--- src/rtl/axi_pkg.sv ---
// Shared AXI definitions for the line controller.
//   t_line_state   : burst controller FSM state encoding
//   AXI_BURST_INCR : AxBURST encoding for incrementing bursts
//   AXI_RESP_OKAY  : xRESP encoding for a clean response
package axi_pkg;

  typedef enum logic [2:0] {
    ST_IDLE = 3'd0,
    ST_AR   = 3'd1,
    ST_R    = 3'd2,
    ST_LOAD = 3'd3,
    ST_AW   = 3'd4,
    ST_W    = 3'd5,
    ST_B    = 3'd6,
    ST_DONE = 3'd7
  } t_line_state;

  localparam logic [1:0] AXI_BURST_INCR = 2'b01;
  localparam logic [1:0] AXI_RESP_OKAY  = 2'b00;

endpackage

--- src/rtl/axi_line_ctrl.sv ---
// AXI4 burst controller for one cache block. It runs either a line fill
// (AR + R burst) or a writeback (FIFO load, AW + W burst, B). It is
// control-only: R data goes straight into the block shift FIFO, and W data
// comes straight out of it. This block only sequences load/shift.
// Ports:
//   i_clk, i_arst          clock, async active-high reset
//   i_rd_req / i_wr_req    level requests, held until o_done (write wins)
//   i_addr                 block address, offset bits ignored
//   o_busy, o_done, o_error  status (error is sticky until next request)
//   o_fifo_load/o_fifo_shift FIFO parallel capture / per-beat shift
//   AR, R, AW, W, B        AXI4 master channel controls (no data)
module axi_line_ctrl
  import axi_pkg::*;
#(
  parameter int ADDR_WIDTH     = 32,
  parameter int AXI_DATA_WIDTH = 32,
  parameter int BLOCK_WIDTH    = 512
) (
  input  logic                        i_clk,
  input  logic                        i_arst,
  input  logic                        i_rd_req,
  input  logic                        i_wr_req,
  input  logic [ADDR_WIDTH-1:0]       i_addr,
  output logic                        o_busy,
  output logic                        o_done,
  output logic                        o_error,
  output logic                        o_fifo_load,
  output logic                        o_fifo_shift,
  output logic                        o_arvalid,
  input  logic                        i_arready,
  output logic [ADDR_WIDTH-1:0]       o_araddr,
  output logic [7:0]                  o_arlen,
  output logic [2:0]                  o_arsize,
  output logic [1:0]                  o_arburst,
  input  logic                        i_rvalid,
  output logic                        o_rready,
  input  logic                        i_rlast,
  input  logic [1:0]                  i_rresp,
  output logic                        o_awvalid,
  input  logic                        i_awready,
  output logic [ADDR_WIDTH-1:0]       o_awaddr,
  output logic [7:0]                  o_awlen,
  output logic [2:0]                  o_awsize,
  output logic [1:0]                  o_awburst,
  output logic                        o_wvalid,
  input  logic                        i_wready,
  output logic                        o_wlast,
  output logic [AXI_DATA_WIDTH/8-1:0] o_wstrb,
  input  logic                        i_bvalid,
  output logic                        o_bready,
  input  logic [1:0]                  i_bresp
);

  localparam int BEATS  = BLOCK_WIDTH / AXI_DATA_WIDTH;
  localparam int CNT_W  = (BEATS > 1) ? $clog2(BEATS) : 1;
  localparam int OFF_W  = $clog2(BLOCK_WIDTH / 8);
  localparam int SIZE   = $clog2(AXI_DATA_WIDTH / 8);

  localparam logic [CNT_W-1:0]      LAST_CNT = CNT_W'(BEATS - 1);
  localparam logic [ADDR_WIDTH-1:0] OFF_MASK = ADDR_WIDTH'((64'd1 << OFF_W) - 64'd1);

  t_line_state             state;
  logic [CNT_W-1:0]        cnt;
  logic [ADDR_WIDTH-1:0]   addr_q;
  logic                    err_q;

  logic [ADDR_WIDTH-1:0]   blk_addr;
  logic                    r_hs;
  logic                    w_hs;
  logic                    last_beat;

  assign blk_addr  = i_addr & ~OFF_MASK;
  assign r_hs      = (state == ST_R) && i_rvalid;
  assign w_hs      = (state == ST_W) && i_wready;
  assign last_beat = (cnt == LAST_CNT);

  always_ff @(posedge i_clk or posedge i_arst) begin
    if (i_arst) begin
      state  <= ST_IDLE;
      cnt    <= '0;
      addr_q <= '0;
      err_q  <= 1'b0;
    end else begin
      case (state)
        ST_IDLE: begin
          cnt <= '0;
          if (i_wr_req) begin
            state  <= ST_LOAD;
            addr_q <= blk_addr;
            err_q  <= 1'b0;
          end else if (i_rd_req) begin
            state  <= ST_AR;
            addr_q <= blk_addr;
            err_q  <= 1'b0;
          end
        end
        ST_AR: if (i_arready) state <= ST_R;
        ST_R: begin
          if (r_hs) begin
            cnt <= cnt + 1'b1;
            if (i_rresp != AXI_RESP_OKAY) err_q <= 1'b1;
            // rlast must coincide with the final beat; either side of a
            // mismatch is an error and terminates the burst here.
            if (i_rlast != last_beat) err_q <= 1'b1;
            if (i_rlast || last_beat) begin
              cnt   <= '0;
              state <= ST_DONE;
            end
          end
        end
        ST_LOAD: state <= ST_AW;
        ST_AW:   if (i_awready) state <= ST_W;
        ST_W: begin
          if (w_hs) begin
            cnt <= cnt + 1'b1;
            if (last_beat) state <= ST_B;
          end
        end
        ST_B: begin
          if (i_bvalid) begin
            if (i_bresp != AXI_RESP_OKAY) err_q <= 1'b1;
            state <= ST_DONE;
          end
        end
        ST_DONE: state <= ST_IDLE;
        default: state <= ST_IDLE;
      endcase
    end
  end

  // Valids and readies decode purely from state so reset drops them
  // asynchronously; payloads come from the address captured at accept.
  assign o_busy       = (state != ST_IDLE) && (state != ST_DONE);
  assign o_done       = (state == ST_DONE);
  assign o_error      = err_q;
  assign o_fifo_load  = (state == ST_LOAD);
  assign o_fifo_shift = r_hs || w_hs;

  assign o_arvalid    = (state == ST_AR);
  assign o_araddr     = addr_q;
  assign o_arlen      = 8'(BEATS - 1);
  assign o_arsize     = 3'(SIZE);
  assign o_arburst    = AXI_BURST_INCR;
  assign o_rready     = (state == ST_R);

  assign o_awvalid    = (state == ST_AW);
  assign o_awaddr     = addr_q;
  assign o_awlen      = 8'(BEATS - 1);
  assign o_awsize     = 3'(SIZE);
  assign o_awburst    = AXI_BURST_INCR;
  assign o_wvalid     = (state == ST_W);
  assign o_wlast      = (state == ST_W) && last_beat;
  assign o_wstrb      = '1;
  assign o_bready     = (state == ST_B);

endmodule

--- config.mk ---
export PLATFORM = sky130hd
export DESIGN_NAME = axi_line_ctrl
export DESIGN_NICKNAME = d
export VERILOG_FILES = /design/src/rtl/axi_pkg.sv /design/src/rtl/axi_line_ctrl.sv
export SDC_FILE = /design/constraint.sdc
export NUM_CORES = 1
export LEC_CHECK = 0
export CORE_ASPECT_RATIO = 1.5
export CORE_MARGIN = 8
export CORE_UTILIZATION = 33
export CTS_BUF_LIST = sky130_fd_sc_hd__clkbuf_2
export DETAILED_ROUTE_END_ITERATION = 6
export MAX_ROUTING_LAYER = met4
export PLACE_DENSITY = 0.89
export SLEW_MARGIN = 0
export SYNTH_ARGS = -nofsm -noshare
export SYNTH_HDL_FRONTEND = slang
export SYNTH_SLANG_ARGS = --single-unit
--- constraint.sdc ---
create_clock -name i_clk -period 2 [get_ports i_clk]
set_clock_uncertainty 0.2 [all_clocks]
set_input_delay 0.2 -clock i_clk [delete_from_list [all_inputs] [get_ports i_clk]]
set_output_delay 0.2 -clock i_clk [all_outputs]
set_load 0.005 [all_outputs]
Yosys cells after proc, flatten, opt, wreduce, memory -nomap -nowiden --
Index checks and enable logic that the tools add are counted.
Word-level totals: bits of input ports 46, word-level logic and storage cells 66, output and inout port bits 105, register bits after elaboration 40
Cells by class: add/sub/neg operators 1, eq/ne operators 20, reduce and logical (&&, ||, !) cells 17, mux-type cells 24
Operators with widths (number):
- 32-bit two-way mux | 2
- 3-bit two-way mux | 9
- 3-bit case mux with 8 select lines | 1
- 2-bit by 1-bit inequality test with 1-bit output (second input constant) | 7
- 3-bit == test (second input constant) | 4
- 4-bit two-way mux | 3
- 4-bit case mux with 3 select lines | 1
- 3-bit nonzero test | 3
- 8-bit AND reduction | 1
- 1-bit two-way mux | 7
- 3-bit by 2-bit == test with 1-bit output (second input constant) | 2
- 3-bit inequality test (second input constant) | 2
- 6-bit AND reduction | 1
- 2-bit nonzero test | 3
- 4-bit by 1-bit adder with 4-bit output (second input constant) | 1
- 4-bit == test (second input constant) | 1
- 1-bit logical AND | 4
- 3-bit by 1-bit == test with 1-bit output (second input constant) | 1
- 3-bit zero test | 1
- 3-bit by 1-bit inequality test with 1-bit output (second input constant) | 1
- 1-bit case mux with 3 select lines | 1
- 3-bit AND reduction | 1
- 1-bit logical OR | 2
- 2-bit inequality test (second input constant) | 1
- 2 further kinds | 2

Longest topological paths before layout --
depth in word-level cells 5, gate-level depth with buffers 7, depth with buffers taken out 7

Least setup slack after synthesis --
Ideal clock, no wire load.
path type register -> register, from register state[1], to register state[0], period minus slack after synthesis 2095 ps, path buffers 0, library setup time 128 ps, path slack -95 ps, arrival time 1768 ps, data required time 1672 ps, cell stages (with the launch flop) 7, cells stage by stage dfrtp_1 -> inv_1 -> ha_1 -> nor2b_1 -> a2111o_1 -> a21boi_2 -> mux2_1
Between the ends: cells in the longest elaborated chain, start to end 4, elaborated cells on any way between the ends 20, classes of those cells eq/ne (15); mux (1); reduce/logical (4)
Ends and longest elaborated chain:
- start: declaration | RTL line axi_line_ctrl.sv:62 | t_line_state state;
- start signal: assignment | RTL line axi_line_ctrl.sv:79 | state <= ST_IDLE;
- start signal: assignment | RTL line axi_line_ctrl.sv:88 | state <= ST_LOAD;
- start signal: assignment | RTL line axi_line_ctrl.sv:92 | state <= ST_AR;
- 3-bit == test / 3-bit by 2-bit == test with 1-bit output (equally long branches) | RTL line axi_line_ctrl.sv:74, axi_line_ctrl.sv:84, axi_line_ctrl.sv:73
- 1-bit logical AND, on equally long branches | RTL line axi_line_ctrl.sv:74, axi_line_ctrl.sv:73
- 2-bit by 1-bit inequality test with 1-bit output (no source line)
- 8-bit AND reduction (no source line)
Several ways; a longest one is shown, not always the timed one. A chain may end at the register's enable or synchronous reset.

Worst setup path after layout --
from register state[0], to register state[0]
Same word-level chain as after synthesis.

==> qor.yml <==
run_status:
  status: "complete, but fails checks"
  violations: "negative setup slack"
cells_and_area:
  final_cell_mix: "92 x clkdlybuf4s50_1, 42 x conb_1, 33 x dfrtp_1"
  post-route-cell-area_sq_um: 3319
  nNetsFinal: 363
  fillers: 597
  final_common_cell: "clkdlybuf4s50_1"
  fin_util: 0.5153
  multi_input_area_sq_um: 1079
  drive_gt1_frac: 0.3055
  synthToLayoutAreaGrowth_pct: 51.60
  area.sequential_sq_um: 852.1
  insertedDiodeCount: 0
power:
  cellPowerDensity_nw_per_um2: 1458
  ir_drop_v: 0.0004690
  power_leakage_nw: 1.469
critical_path:
  setup.worst_path.class: "flip-flop to flip-flop"
  end_kind: "flip-flop"
  worst_path_largest_cell_delay_ps: 450
  crit_required_ps: 2100
  crit_buf_inv: 1
  cp_slowest_cell: "dfrtp_1"
  path_cells: "buf_6, ha_4, nor2b_4, a2111o_1, a21boi_2, mux2_1"
  worstPathArrival_ps: 2160
  crit_path_max_fanout: 4
  cp_top_family: "compound AO/OA/AOI/OAI gates"
  start_kind: "flip-flop"
place:
  hpwl_um: 4734
  dpl-instance-area_sq_um: 3070
  io_buffers: 102
  gp_congestion: 0.8574
clocking:
  cts_buffers: 5
  htreeDepth: 2
  cts.sinks: 34
  clk_pin_slew_ps: 200
  clkLatencyLatePin_ps: 380
  cts_root_buffer: "clkbuf_2"
  cts_tree: "done"
  cts_buffer_depth: 2
detailed_routing:
  drtAntennaViolNets: 0
  drc: 0
  detail_route.wl_per_cell_um: 16.03
  drtPass1Iterations: 4
  wirelength_um: 6202
  drt_iter0_drc: 47
  vias_per_cell: 4.514
  vias: 1747
grt:
  grt_max_degree: 27
  grt_pass1_vias: 1845
  antenna_found_initial: 0
  grt_use_total: 0.1243
  overflow: 0
  grt_first_pass_wirelength_um: 8880
logic_synthesis:
  yosysUniqueCellTypes: 31
  ys_seq_elements: 34
  synth_area_sq_um: 2190
  synth_cells: 209
  ys_seq_area_frac: 0.3886
  postSynthAreaPerCell_sq_um: 10.48
  synth_warnings: 0
die:
  pin_count: 151
  die_y_um: 115.8
  dieArea_sq_um: 9551
  die_w_um: 82.51
  num_rows: 36
  start_util: 0.3399
  core_area_sq_um: 6441
hold_path:
  hold_class: "input port to flip-flop"
timing:
  fmax_ghz: 0.4852
  hold_violations: 0
  min_period_over_period: 1.030
  grt_setup_unrepaired: "true"
  setup_viol: 16
  finalCriticalPeriod_ps: 2061
  finalMaxSlewViolations: 0
  fin_ws_ps: -60.85
job:
  timing.max_cap.violations: 0
## metal layers
| metal | wire length, um | global-route usage |
|---|---|---|
| met3 | 545 | 0.03028 |
| met4 | 193 | 0.06474 |
| met5 | 0 | - |
| met1 | 2159 | 0.1219 |
| met2 | 3303 | 0.2176 |
## Yosys cell counts, drive strengths merged
cell type / instances / area [sq um]
a2111o: 1 / 11.26
a21boi: 1 / 11.26
a21oi: 2 / 10.01
a22oi: 1 / 7.510
and2: 3 / 18.77
and3: 1 / 6.260
buf: 72 / 535.5
clkbuf: 1 / 5.000
conb: 2 / 7.510
dfrtp: 34 / 850.8
ha: 7 / 87.58
inv: 9 / 33.78
mux2: 27 / 304.0
mux2i: 5 / 50.05
nand2: 6 / 22.52
nand2b: 3 / 18.77
nand3: 5 / 30.03
nand4: 1 / 6.260
nor2: 5 / 18.77
nor2b: 7 / 43.79
nor3b: 1 / 7.510
nor4: 1 / 6.260
nor4b: 1 / 8.760
o21a: 1 / 7.510
o21ai: 7 / 35.03
o21ba: 1 / 10.01
o2bb2ai: 4 / 35.03
## worst paths after layout
kind | startpoint | to | slack [ps] | cells after the start
min reg2reg | o_error | o_error | 330 | 1
min in group asynchronous | i_arst | o_araddr[11] | 460 | 4
max reg2reg | state[0] | state[0] | -60 | 6
max | state[0] | state[0] | -60 | 6
min | i_addr[8] | o_araddr[8] | 200 | 2
max in group asynchronous | i_arst | cnt[2] | 820 | 4
## cell type report
type / count / area share
Clock buffer: 5 / 0.007539
Clock inverter: 3 / 0.004900
Tap cell: 76 / 0.02865
Sequential cell: 34 / 0.2567
Inverter: 9 / 0.01018
Timing Repair Buffer: 127 / 0.3671
Multi-Input combinational cell: 133 / 0.3249
## sequential cells by signal, summed over array words and instances (netlist names)
| signal | count |
|---|---|
| o_araddr | 26 |
| cnt | 4 |
| state | 3 |
| o_error | 1 |
## repair_timing
item / CTS / global route
endpoints found under the setup margin: 39 / 44
gates cloned: 0 / 0
buffers inserted: 5 / 3
pin swaps: 2 / 13
hold buffers: 1 / 0
resized for setup: 45 / 31
hold endpoints to repair: 34 / 0
## cell families after synthesis
kind of cell / synth area share
other: 0.003430
adder cells (fa/ha/maj): 0.04000
buffers and inverters: 0.2623
multiplexers: 0.1617
AND/OR/NAND/NOR: 0.08572
AO/OA/AOI/OAI: 0.05828
flip-flops: 0.3886
## report_power, final
| group | total [mW] | internal, mW | switching (mW) |
|---|---|---|---|
| clock network | 0.328 | 0.0797 | 0.249 |
| logic | 3.17 | 2.05 | 1.12 |
| registers | 1.34 | 1.02 | 0.314 |
## stage by stage
step                total power, mW  hold slack, ps  setup slack [ps]  instances  setup TNS [ps]
floorplan                     2.768           141.6            -23.71        249          -198.9
finish                        4.838           201.2            -60.85        387          -359.9
CTS                           4.663           183.8            -77.97        384          -261.3
detailed placement            4.121           279.4            -125.7        370           -2956
global route                  5.179           157.6            -120.8        387           -2389
global placement              4.025           280.9            -105.2        370           -2705
Note: power is estimated with default switching activity, not from simulation.
